File: src/rtl/pixel_ctrl_pkg.sv
// Shared types and default timing for the pixel-array capture controller.
// Phase lengths are counted by one 16-bit down-counter, wide enough for exp_time.
package pixel_ctrl_pkg;

    typedef enum logic [2:0] {
        IDLE    = 3'd0,
        ERASE   = 3'd1,
        EXPOSE  = 3'd2,
        CONVERT = 3'd3,
        READ1   = 3'd4,
        READ2   = 3'd5
    } state_t;

    localparam int DEF_ERASE_CYCLES = 5;
    localparam int DEF_READ_CYCLES  = 5;
    localparam int DEF_DW           = 8;
    localparam int PHASE_W          = 16;

endpackage

File: src/rtl/pixel_array_ctrl_if.sv
// Capture request/result channel between a frame consumer and pixel_array_ctrl.
// start is a level request taken only while busy=0; frame_valid pulses for one cycle per frame.
interface pixel_array_ctrl_if #(
    parameter int DW = 8
);
    logic            start;
    logic [15:0]     exp_time;
    logic            busy;
    logic [4*DW-1:0] frame_data;
    logic            frame_valid;

    modport master (output start, exp_time, input busy, frame_data, frame_valid);
    modport slave  (input start, exp_time, output busy, frame_data, frame_valid);
endinterface

File: src/rtl/adc_counter.sv
// Single-slope ADC counter: clear has priority, otherwise count up while enabled.
module adc_counter #(
    parameter int DW = 8
) (
    input  logic          clk,
    input  logic          reset,
    input  logic          clear,
    input  logic          enable,
    output logic [DW-1:0] count
);
    logic [DW-1:0] count_q, count_d;

    always_comb begin
        count_d = count_q;
        if (clear) begin
            count_d = '0;
        end else if (enable) begin
            count_d = count_q + {{(DW-1){1'b0}}, 1'b1};
        end
    end

    always_ff @(posedge clk) begin
        if (reset) begin
            count_q <= '0;
        end else begin
            count_q <= count_d;
        end
    end

    assign count = count_q;
endmodule

File: src/rtl/pixel_array_ctrl.sv
// Frame capture sequencer: erase, expose, ramp-convert, then read the pixel data back.
// All strobes are flops loaded from the next state so they never glitch.
module pixel_array_ctrl
    import pixel_ctrl_pkg::*;
#(
    parameter int ERASE_CYCLES = DEF_ERASE_CYCLES,
    parameter int READ_CYCLES  = DEF_READ_CYCLES,
    parameter int DW           = DEF_DW
) (
    input  logic                     clk,
    input  logic                     reset,
    pixel_array_ctrl_if.slave        cap,
    output logic                     erase,
    output logic                     expose,
    output logic                     read1,
    output logic                     read2,
    output logic                     ramp_en,
    output logic [DW-1:0]            cnt_out,
    output logic                     cnt_oe,
    input  logic [DW-1:0]            data1,
    input  logic [DW-1:0]            data2,
    input  logic [DW-1:0]            data3,
    input  logic [DW-1:0]            data4,
    output state_t                   dbg_state
);
    localparam logic [PHASE_W-1:0] ONE       = 1;
    localparam logic [PHASE_W-1:0] ERASE_LEN = PHASE_W'(ERASE_CYCLES - 1);
    localparam logic [PHASE_W-1:0] READ_LEN  = PHASE_W'(READ_CYCLES - 1);

    state_t              state_q, state_d;
    logic [PHASE_W-1:0]  phase_q, phase_d;
    logic [PHASE_W-1:0]  exp_q, exp_d;
    logic [2*DW-1:0]     d12_q, d12_d;
    logic [4*DW-1:0]     frame_data_q, frame_data_d;
    logic                frame_valid_q, frame_valid_d;
    logic                erase_q, erase_d, expose_q, expose_d;
    logic                read1_q, read1_d, read2_q, read2_d;
    logic                ramp_q, ramp_d, busy_q, busy_d;
    logic                adc_clear, adc_en, cnt_last;
    logic [DW-1:0]       adc_count;

    assign cnt_last = &adc_count;

    // phase_q holds remaining cycles minus one; a phase ends when it reads zero.
    always_comb begin
        state_d       = state_q;
        phase_d       = phase_q;
        exp_d         = exp_q;
        d12_d         = d12_q;
        frame_data_d  = frame_data_q;
        frame_valid_d = 1'b0;
        adc_clear     = 1'b1;
        adc_en        = 1'b0;
        case (state_q)
            IDLE: begin
                if (cap.start) begin
                    state_d = ERASE;
                    phase_d = ERASE_LEN;
                    exp_d   = cap.exp_time;
                end
            end
            ERASE: begin
                if (phase_q == '0) begin
                    state_d = EXPOSE;
                    phase_d = (exp_q == '0) ? '0 : exp_q - ONE;
                end else begin
                    phase_d = phase_q - ONE;
                end
            end
            EXPOSE: begin
                if (phase_q == '0) begin
                    state_d = CONVERT;
                end else begin
                    phase_d = phase_q - ONE;
                end
            end
            CONVERT: begin
                adc_clear = cnt_last;
                adc_en    = !cnt_last;
                if (cnt_last) begin
                    state_d = READ1;
                    phase_d = READ_LEN;
                end
            end
            READ1: begin
                if (phase_q == '0) begin
                    state_d = READ2;
                    phase_d = READ_LEN;
                    d12_d   = {data2, data1};
                end else begin
                    phase_d = phase_q - ONE;
                end
            end
            READ2: begin
                if (phase_q == '0) begin
                    state_d       = IDLE;
                    frame_data_d  = {data4, data3, d12_q};
                    frame_valid_d = 1'b1;
                end else begin
                    phase_d = phase_q - ONE;
                end
            end
            default: state_d = IDLE;
        endcase

        erase_d  = (state_d == ERASE);
        expose_d = (state_d == EXPOSE);
        ramp_d   = (state_d == CONVERT);
        read1_d  = (state_d == READ1);
        read2_d  = (state_d == READ2);
        busy_d   = (state_d != IDLE);
    end

    always_ff @(posedge clk) begin
        if (reset) begin
            state_q       <= IDLE;
            phase_q       <= '0;
            exp_q         <= '0;
            d12_q         <= '0;
            frame_data_q  <= '0;
            frame_valid_q <= 1'b0;
            erase_q       <= 1'b0;
            expose_q      <= 1'b0;
            read1_q       <= 1'b0;
            read2_q       <= 1'b0;
            ramp_q        <= 1'b0;
            busy_q        <= 1'b0;
        end else begin
            state_q       <= state_d;
            phase_q       <= phase_d;
            exp_q         <= exp_d;
            d12_q         <= d12_d;
            frame_data_q  <= frame_data_d;
            frame_valid_q <= frame_valid_d;
            erase_q       <= erase_d;
            expose_q      <= expose_d;
            read1_q       <= read1_d;
            read2_q       <= read2_d;
            ramp_q        <= ramp_d;
            busy_q        <= busy_d;
        end
    end

    adc_counter #(.DW(DW)) u_adc (
        .clk    (clk),
        .reset  (reset),
        .clear  (adc_clear),
        .enable (adc_en),
        .count  (adc_count)
    );

    assign erase           = erase_q;
    assign expose          = expose_q;
    assign read1           = read1_q;
    assign read2           = read2_q;
    assign ramp_en         = ramp_q;
    assign cnt_oe          = ramp_q;
    assign cnt_out         = adc_count;
    assign cap.busy        = busy_q;
    assign cap.frame_data  = frame_data_q;
    assign cap.frame_valid = frame_valid_q;
    assign dbg_state       = state_q;
endmodule
File: src/flat_wrapper.sv
// flat-port wrapper written by rule: the top's interface ports become plain ports
module pixel_array_ctrl_flat import pixel_ctrl_pkg::*;
#(
    parameter int ERASE_CYCLES = DEF_ERASE_CYCLES,
    parameter int READ_CYCLES  = DEF_READ_CYCLES,
    parameter int DW           = DEF_DW
)
  (clk, reset, erase, expose, read1, read2, ramp_en, cnt_out, cnt_oe, data1, data2, data3, data4, dbg_state, cap_start, cap_exp_time, cap_busy, cap_frame_data, cap_frame_valid);
  pixel_array_ctrl_if #(.DW(DW)) cap_i ();
  input  logic clk;
  input  logic reset;
  output logic erase;
  output logic expose;
  output logic read1;
  output logic read2;
  output logic ramp_en;
  output logic [DW-1:0] cnt_out;
  output logic cnt_oe;
  input  logic [DW-1:0] data1;
  input  logic [DW-1:0] data2;
  input  logic [DW-1:0] data3;
  input  logic [DW-1:0] data4;
  output state_t dbg_state;
  input wire logic [$bits(cap_i.start)-1:0] cap_start;
  input wire logic [$bits(cap_i.exp_time)-1:0] cap_exp_time;
  output wire logic [$bits(cap_i.busy)-1:0] cap_busy;
  output wire logic [$bits(cap_i.frame_data)-1:0] cap_frame_data;
  output wire logic [$bits(cap_i.frame_valid)-1:0] cap_frame_valid;
  assign cap_i.start = cap_start;
  assign cap_i.exp_time = cap_exp_time;
  assign cap_busy = cap_i.busy;
  assign cap_frame_data = cap_i.frame_data;
  assign cap_frame_valid = cap_i.frame_valid;
  pixel_array_ctrl #(.ERASE_CYCLES(ERASE_CYCLES), .READ_CYCLES(READ_CYCLES), .DW(DW)) u_core (.clk(clk), .reset(reset), .cap(cap_i), .erase(erase), .expose(expose), .read1(read1), .read2(read2), .ramp_en(ramp_en), .cnt_out(cnt_out), .cnt_oe(cnt_oe), .data1(data1), .data2(data2), .data3(data3), .data4(data4), .dbg_state(dbg_state));
endmodule
File: config.mk
export PLATFORM = sky130hd
export DESIGN_NAME = pixel_array_ctrl_flat
export DESIGN_NICKNAME = d
export VERILOG_FILES = /design/src/rtl/pixel_ctrl_pkg.sv /design/src/rtl/pixel_array_ctrl_if.sv /design/src/rtl/adc_counter.sv /design/src/rtl/pixel_array_ctrl.sv /design/src/flat_wrapper.sv
export SDC_FILE = /design/constraint.sdc
export NUM_CORES = 1
export LEC_CHECK = 0
export BUFFER_PORTS_ARGS = -buffer_cell sky130_fd_sc_hd__buf_4
export CAP_MARGIN = 5
export CORE_UTILIZATION = 35
export CTS_BUF_LIST = sky130_fd_sc_hd__clkbuf_8
export CTS_CLUSTER_DIAMETER = 60
export DETAILED_ROUTE_END_ITERATION = 7
export GPL_TIMING_DRIVEN = 1
export PLACE_DENSITY = 0.68
export REMOVE_ABC_BUFFERS = 1
export SYNTH_ARGS = -nofsm -noshare
export SYNTH_HDL_FRONTEND = slang
export SYNTH_SLANG_ARGS = --single-unit
File: constraint.sdc
create_clock -name clk -period 2 [get_ports clk]
set_clock_uncertainty 0.1 [all_clocks]
set_input_delay 0.2 -clock clk [delete_from_list [all_inputs] [get_ports clk]]
set_output_delay 0.2 -clock clk [all_outputs]
set_load 0.005 [all_outputs]
==> results.py <==
metrics = {
    "pwr": {
        "power_leakage_nw": 3.17,
        "cellPowerDensity_nw_per_um2": 1320,
        "vdd_ir_drop_max_v": 0.000778,
    },
    "detailed_routing": {
        "routed_wirelength_mm": 15.2,
        "first_pass_iters": 4,
        "antenna_left": 0,
        "vias_per_cell": 5.15,
        "wl_per_cell_um": 15.9,
        "dr_total_vias": 4927,
        "drc_errors": 0,
        "drt_first_iter_violations": 389,
    },
    "timing": {
        "timing.final.crit_share_pct": 113,
        "hold_ws_ns": 0.0248,
        "maxClockFrequency_ghz": 0.442,
        "tightest_slew_ns": 0.586,
        "maxSlewViolCount": 0,
        "finalSetupViolations": 69,
        "timing.final.crit_period_ns": 2.26,
        "hold_viol_final": 0,
        "unrepaired_setup_endpoints_after_global_routing": "true",
        "slew-limit-headroom_pct": 60.5,
        "timing.final.ws_setup_ns": -0.261,
        "totalNegativeSetupSlack_ns": -10.82,
    },
    "floorplan": {
        "die_width_um": 115,
        "die_footprint_um2": 13100,
        "placement_rows": 40,
        "initial_core_util_pct": 36.4,
        "core_um2": 12200,
        "floorplan.die.height_um": 115,
        "io_pins": 102,
    },
    "cts": {
        "clk_latency_ns": 0.39,
        "clock_tree.htree_level_count": 3,
        "tritoncts": "yes",
        "worst_setup_hold_path_clk_slew_ns": 0.11,
        "clk_path_buf_depth": 2,
        "cts_sinks": 98,
        "cts_buffer_count": 9,
        "clockRootBuffer": "clkbuf_8",
    },
    "global_route": {
        "antenna_found_initial": 0,
        "grtUsageMet3_pct": 4.92,
        "grt_start_max_net_pins": 40,
        "total_global_routing_track_utilization_pct": 22.4,
        "busiest_layer": "met2",
        "met2_global_route_usage_pct": 37.9,
        "met1_usage_in_global_routing_pct": 25.9,
        "globalRoute.totalOverflow": 0,
        "grt_pass1_wl_mm": 23.0,
        "grt_pass1_vias": 4812,
    },
    "worst_setup_path": {
        "reg2reg_setup_slack_ns": -0.26,
        "setup.worst_path.end_class": "register",
        "r2r_start": "u_core.phase_q[0]",
        "worst-path-max-fanout": 16,
        "worst_setup_path_start_kind": "register",
        "kind_of_critical_path": "register to register",
        "setup.worst_path.start": "u_core.phase_q[0]",
        "cp_data_required_time_ns": 2.22,
        "worst_ep_arrival_time_ns": 2.48,
    },
    "yosys": {
        "yosys-top-cells-area": "dfxtp_1 44%, nand2_1 13%, a21oi_1 9.3%",
        "synthDominantCellAreaShare_pct": 44.3,
        "synth.top_cells.by_count": "153 x nand2_1, 98 x dfxtp_1, 82 x a21oi_1, 48 x nor2_1, 22 x clkbuf_1",
        "mean_post_synth_cell_area_um2": 7.76,
        "post_synth_arst_share_pct": 0,
        "top_count_cell_post_synth": "nand2_1",
        "mappedNetlistArea_um2": 4430,
        "post_synth_inst_count": 571,
        "yosys_warnings": 0,
        "synth_cell_types": 54,
        "synth.yosys.seq_area_share_pct": 44.3,
        "yosysTopAreaCell": "dfxtp_1",
        "synth_edf_count": 0,
        "synth_ff_type": "dfxtp_1",
        "ys_seq_elements": 98,
    },
    "layout": {
        "drive_gt1_share_pct": 41.7,
        "area_growth_pct": 65.4,
        "utilization_pct": 60.3,
        "fill_cells": 993,
        "finalNetCount": 838,
        "sequential_cell_area_um2": 1970,
        "multi_input_area_um2": 2840,
        "antennaDiodeCount": 0,
    },
    "worst_hold_path": {
        "worstHoldStart": "cap_exp_time[8]",
        "min_path_type": "primary input to register",
    },
    "placed_design": {
        "dp_hpwl_mm": 8.94,
        "placement.io_buffers": 101,
        "gp_congestion": 0.856,
    },
    "outcome": {
        "outcome": "finished with violations",
        "violations": "negative setup slack",
    },
    "run": {
        "drv.max_cap_violation_count": 0,
    },
}
==> routing by layer <==
layer / routed length (um) / part of all wire, % / vias up
li1: - / - / 2357
met1: 6160 / 41 / 2339
met2: 7590 / 50 / 181
met3: 865 / 5.7 / 50
met4: 564 / 3.7 / 0
met5: 0 / 0 / -
==> critical path, stage by stage (launching register included) <==
cell	delay, ns
dfxtp_2	0.34
inv_2	0.07
ha_4	0.14
nor3b_4	0.24
nand2_2	0.08
or4_4	0.48
buf_6	0.15
nor3_4	0.19
buf_12	0.17
nand2_1	0.08
a21oi_1	0.17
==> worst paths after layout <==
path	to	cells after the start
worst max-delay path	u_core.d12_q[5]	10
worst min-delay path	u_core.exp_q[8]	3
worst max register to register	u_core.d12_q[5]	10
worst min register to register	u_core.cap.frame_data[14]	2
==> where the power goes <==
group / internal (mW) / switching (mW) / leakage, nW / total (mW)
logic: 2.87 / 2.98 / 2.26 / 5.85
clock network: 0.753 / 0.764 / 0.117 / 1.52
registers: 2.14 / 0.202 / 0.796 / 2.34
==> cell type report <==
cell class	count	area share [%]
Timing Repair Buffer	236	27.9
Inverter	10	0.512
Sequential cell	98	26.9
Tap cell	168	2.87
Multi-Input combinational cell	429	38.7
Clock buffer	10	1.88
Clock inverter	6	1.30
==> per-stage QoR <==
| stage | total power [mW] | instance area (um^2) | setup slack (ns) | instances |
|---|---|---|---|---|
| 6_report | 9.70 | 7330 | -0.261 | 957 |
| 5_1_grt | 10.2 | 7330 | -0.356 | 957 |
| 4_1_cts | 8.95 | 6930 | -0.182 | 953 |
| 3_5_place_dp | 6.40 | 5800 | -0.245 | 876 |
| 3_3_place_gp | 6.32 | 5800 | -0.176 | 876 |
| 2_1_floorplan | 4.74 | 4270 | -0.496 | 537 |
==> cell usage in the layout (no fill, tap or decap), drive strengths merged, types with 2 or more instances in the layout <==
cell         netlist  layout
a211oi             3       3
a21oi             82      82
a22o               3       3
a31oi              3       3
and2               2       2
and3               2       2
buf               12     186
bufinv             0       2
clkbuf            22      12
clkinv             0       2
dfxtp             98      98
dlygate4sd3        0      48
ha                 3       3
inv               10      12
nand2            154     154
nand2b             6       6
nand3             10      10
nand4              4       4
nand4b             2       2
nor2              48      48
nor2b              8       8
nor3              15      15
nor3b              4       4
nor4               8       8
o21ai             21      21
o31ai              2       2
or3                7       7
or4                5       5
xnor2              8       8
xor2              14      14
==> sequential cells by signal, summed over array words and instances, names as in the netlist <==
name	cells
u_core.erase	1
u_core.cap.frame_valid	1
u_core.cap.busy	1
u_core.cap.frame_data	32
u_core.u_adc.count	8
u_core.d12_q	16
u_core.read1	1
u_core.exp_q	16
u_core.phase_q	16
u_core.cnt_oe	1
u_core.expose	1
u_core.dbg_state	3
u_core.read2	1
==> cell families (layout without fill, tap and decap cells) <==
family                     count (synthesis)  after routing  share of synthesized area, %
AOI/OAI and AO/OA                        124            124                          15.6
xor gates and xnor gates                  22             22                          4.35
adders and majority gates                  3              3                         0.847
buffers and inverters                     44            262                          4.55
DFF                                       98             98                          44.3
muxes                                      2              2                         0.480
and+or+nand+nor                          278            278                          29.9
==> timing repair <==
item	4_1_cts	5_1_grt
buffers inserted	10	4
setup endpoints to repair	72	73
hold endpoints to repair	48	0
hold buffers	48	0
cloned	3	2
pin swaps	34	56
resized for setup	66	104
Power figures use the tool's default switching activity.
